===== src/rtl/program_counter.sv =====
// Program-counter register for the single-cycle MIPS datapath.
// Captures PCNext each rising edge; synchronous reset loads the reset vector.
module program_counter #(
   parameter int               WIDTH       = 32,
   parameter logic [WIDTH-1:0] RESET_VALUE = '0
) (
   input  logic [WIDTH-1:0] PCNext,
   input  logic             clk,
   input  logic             reset,
   output logic [WIDTH-1:0] PC
);

   // Header order is positional-compatible with existing instantiations.
   logic [WIDTH-1:0] pc_q;

   always_ff @(posedge clk) begin
      if (reset) pc_q <= RESET_VALUE;
      else       pc_q <= PCNext;
   end

   assign PC = pc_q;

endmodule


===== config.mk =====
export PLATFORM = sky130hd
export DESIGN_NAME = program_counter
export DESIGN_NICKNAME = d
export VERILOG_FILES = /design/src/rtl/program_counter.sv
export SDC_FILE = /design/constraint.sdc
export NUM_CORES = 1
export LEC_CHECK = 0
export ABC_AREA = 1
export BUFFER_PORTS_ARGS = -buffer_cell sky130_fd_sc_hd__buf_2
export CORE_AREA = 3 3 52 54
export CTS_CLUSTER_SIZE = 30
export DETAILED_ROUTE_END_ITERATION = 10
export DIE_AREA = 0 0 55 57
export HOLD_SLACK_MARGIN = 0.03
export PLACE_DENSITY = 0.77
export SETUP_SLACK_MARGIN = 0.05
export SLEW_MARGIN = 20
export SYNTH_ARGS = -nofsm -noshare
export SYNTH_HDL_FRONTEND = slang
export SYNTH_SLANG_ARGS = --single-unit

===== constraint.sdc =====
create_clock -name clk -period 0.85 [get_ports clk]
set_clock_uncertainty 0.2 [all_clocks]
set_input_delay 0.0425 -clock clk [delete_from_list [all_inputs] [get_ports clk]]
set_output_delay 0.0425 -clock clk [all_outputs]
set_load 0.01 [all_outputs]

==> reports/qor.yml <==
synth:
  syn_nets: 133
  synth-edff-count: 0
  syn_avg_cell_area_sq_um: 9.24
  synthArstFlopShare: 0
  synthTopCellsByCount: "dfxtp_1 (32), inv_1 (32), nor2_1 (32)"
  synth_top_family_by_area: "buffers and inverters"
  synth-seq-cells: 32
  synth_ff_type: "dfxtp_1"
  synth-xor-area-share: 0
  synth_mux_area_frac: 0
  synthAdderAreaFrac: 0
  yosysSeqAreaShare: 0.700
  mappedNetlistArea_sq_um: 915
  synthSimpleGateAreaFrac: 0.131
  netlist.area_leader.share: 0.700
  synth.top_cells.by_area: "dfxtp_1 (70%), inv_1 (13%), nor2_1 (13%)"
  synth.distinct_cells: 4
  yosysWarnings: 0
  synth_top_cell_by_area: "dfxtp_1"
  synth_compound_area_frac: 0
  syn_inst: 99
worst_setup_path:
  critical_path_class: "reg2out"
  cp-start-kind: "register"
  startpoint: "PC[14]$_SDFF_PP0_"
  critPathBufInv: 1
  critPathRequiredTime_ns: 0.61
  worstPathArrival_ns: 0.76
  slowest_stage: "dfxtp_2"
  path_cells: "buf_6"
  max_stage_delay_ns: 0.33
  path_max_fanout: 1
  critPathTopFamily: "flip-flops"
  worst_setup_path_end_kind: "output port"
power:
  power_leakage_nw: 0.994
  ir_worst_vdd_v: 0.00142
  power.density_nw_per_um2: 1670
sta:
  rsz0062_at_grt: "yes"
  setup_viol: 32
  period_share: 1.18
  max_freq_mhz: 994
  tightestPinTransition_ns: 0.134
  whs_ns: -0.111
  fin_setup_tns_ns: -4.65
  relSlewSlack: 0.911
  post-route-min-period_ns: 1.01
  hold_viol: 32
  slew_viol_final: 0
  setup_ws_ns: -0.156
floorplan:
  fp.dieH_um: 57
  die_area_sq_um: 3140
  ios: 66
  rows: 17
  initial_core_util: 0.406
  die_x_um: 55
  fp.coreArea_sq_um: 2250
outcome:
  violations: "hold timing, setup timing"
  status: "complete, but fails checks"
final_layout:
  nFillCells: 151
  largest_reg_flops: 32
  nNetsFinal: 235
  fin_util: 0.776
  drive_gt1_frac: 0.441
  area_growth_syn_to_layout_pct: 91.4
  antennaDiodeCount: 0
  final_cell_area_sq_um: 1750
route:
  remaining_drc_errors: 0
  drt-wirelength-per-cell_um: 10.8
  vias: 903
  drt_wl_total_um: 2490
  vias_per_cell: 3.93
  drtAntennaViolNets: 0
  drtPass1Iterations: 2
  drtIter0Drc: 7
global_route:
  antenna_found_initial: 0
  grt_pass1_vias: 946
  grt_max_degree: 33
  grt_pass1_wl_um: 3860
  grt_usage: 0.175
  grt_overflow: 0
placement:
  dpl_cell_area_sq_um: 1260
  port-buffer-count: 65
  dpl.hpwl_um: 1450
  place_congestion: 0.642
  post-place-ws_ns: 0.137
hold_path:
  hp-start: "reset"
  hold_class: "in2reg"
clocking:
  cts_root_buffer: "clkbuf_4"
  cts_buffer_depth: 2
  clock_sinks: 32
  htreeDepth: 2
  numCtsBuffers: 5
  path_clk_slew_ns: 0.09
  postCtsHoldBufs: 32
  post_cts_buffers: 0
  cts_tree: "done"
job:
  max-cap-violations: 0
-- final timing paths --
path,end,slack [ns],cells past startpoint
min,PC[9]$_SDFF_PP0_,-0.11,3
max,PC[14],-0.16,1
-- cell families (layout without fill, tap and decap cells) --
logic type | count (synthesis) | in the layout
AND/OR/NAND/NOR | 32 | 32
flip-flops | 32 | 32
buffers and inverters | 35 | 138
-- final cells by class --
class / instances / area, sq um / share of cell area
inverter: 32 / 120 / 0.0686
timing repair buffer: 98 / 756 / 0.432
clock buffer: 6 / 51.3 / 0.0293
multi-input combinational: 32 / 120 / 0.0686
sequential: 32 / 658 / 0.376
tap: 28 / 35.0 / 0.0200
clock inverter: 2 / 10.0 / 0.00572
-- repair_timing --
| item | 4_1_cts | 5_1_grt |
|---|---|---|
| endpoints found under the setup margin | 32 | 34 |
| endpoints found under the hold margin | 32 | 32 |
| resized for setup | 4 | 26 |
-- where the power goes --
part           internal, mW  leakage, nW  switching [mW]
clock                 0.393       0.0380           0.474
sequential             1.59        0.270          0.0268
combinational         0.278        0.685           0.174
total                  2.26        0.994           0.674
-- stage by stage --
step | power [mW] | cells
after floorplan | 1.76 | 99
after global placement | 1.91 | 190
after detailed placement | 1.92 | 190
after CTS | 2.92 | 230
after global routing | 3.08 | 230
final | 2.93 | 230
-- layout by cell type, fill, tap and decap left out --
cell,instances
dfxtp_1,18
clkinv_2,2
dlygate4sd3_1,31
inv_1,31
clkbuf_4,5
clkbuf_8,1
dlymetal6s4s_1,1
inv_2,1
buf_12,1
buf_2,51
buf_6,14
dfxtp_2,14
nor2_1,32
-- per-layer routing --
metal | vias to the layer above | track usage | share of wire
li1 | 465 | - | -
met1 | 383 | 0.165 | 0.35
met2 | 49 | 0.302 | 0.51
met3 | 6 | 0.0940 | 0.13
met4 | 0 | 0.0764 | 0.021
met5 | - | 0 | 0
(Power assumes the default switching activity.)
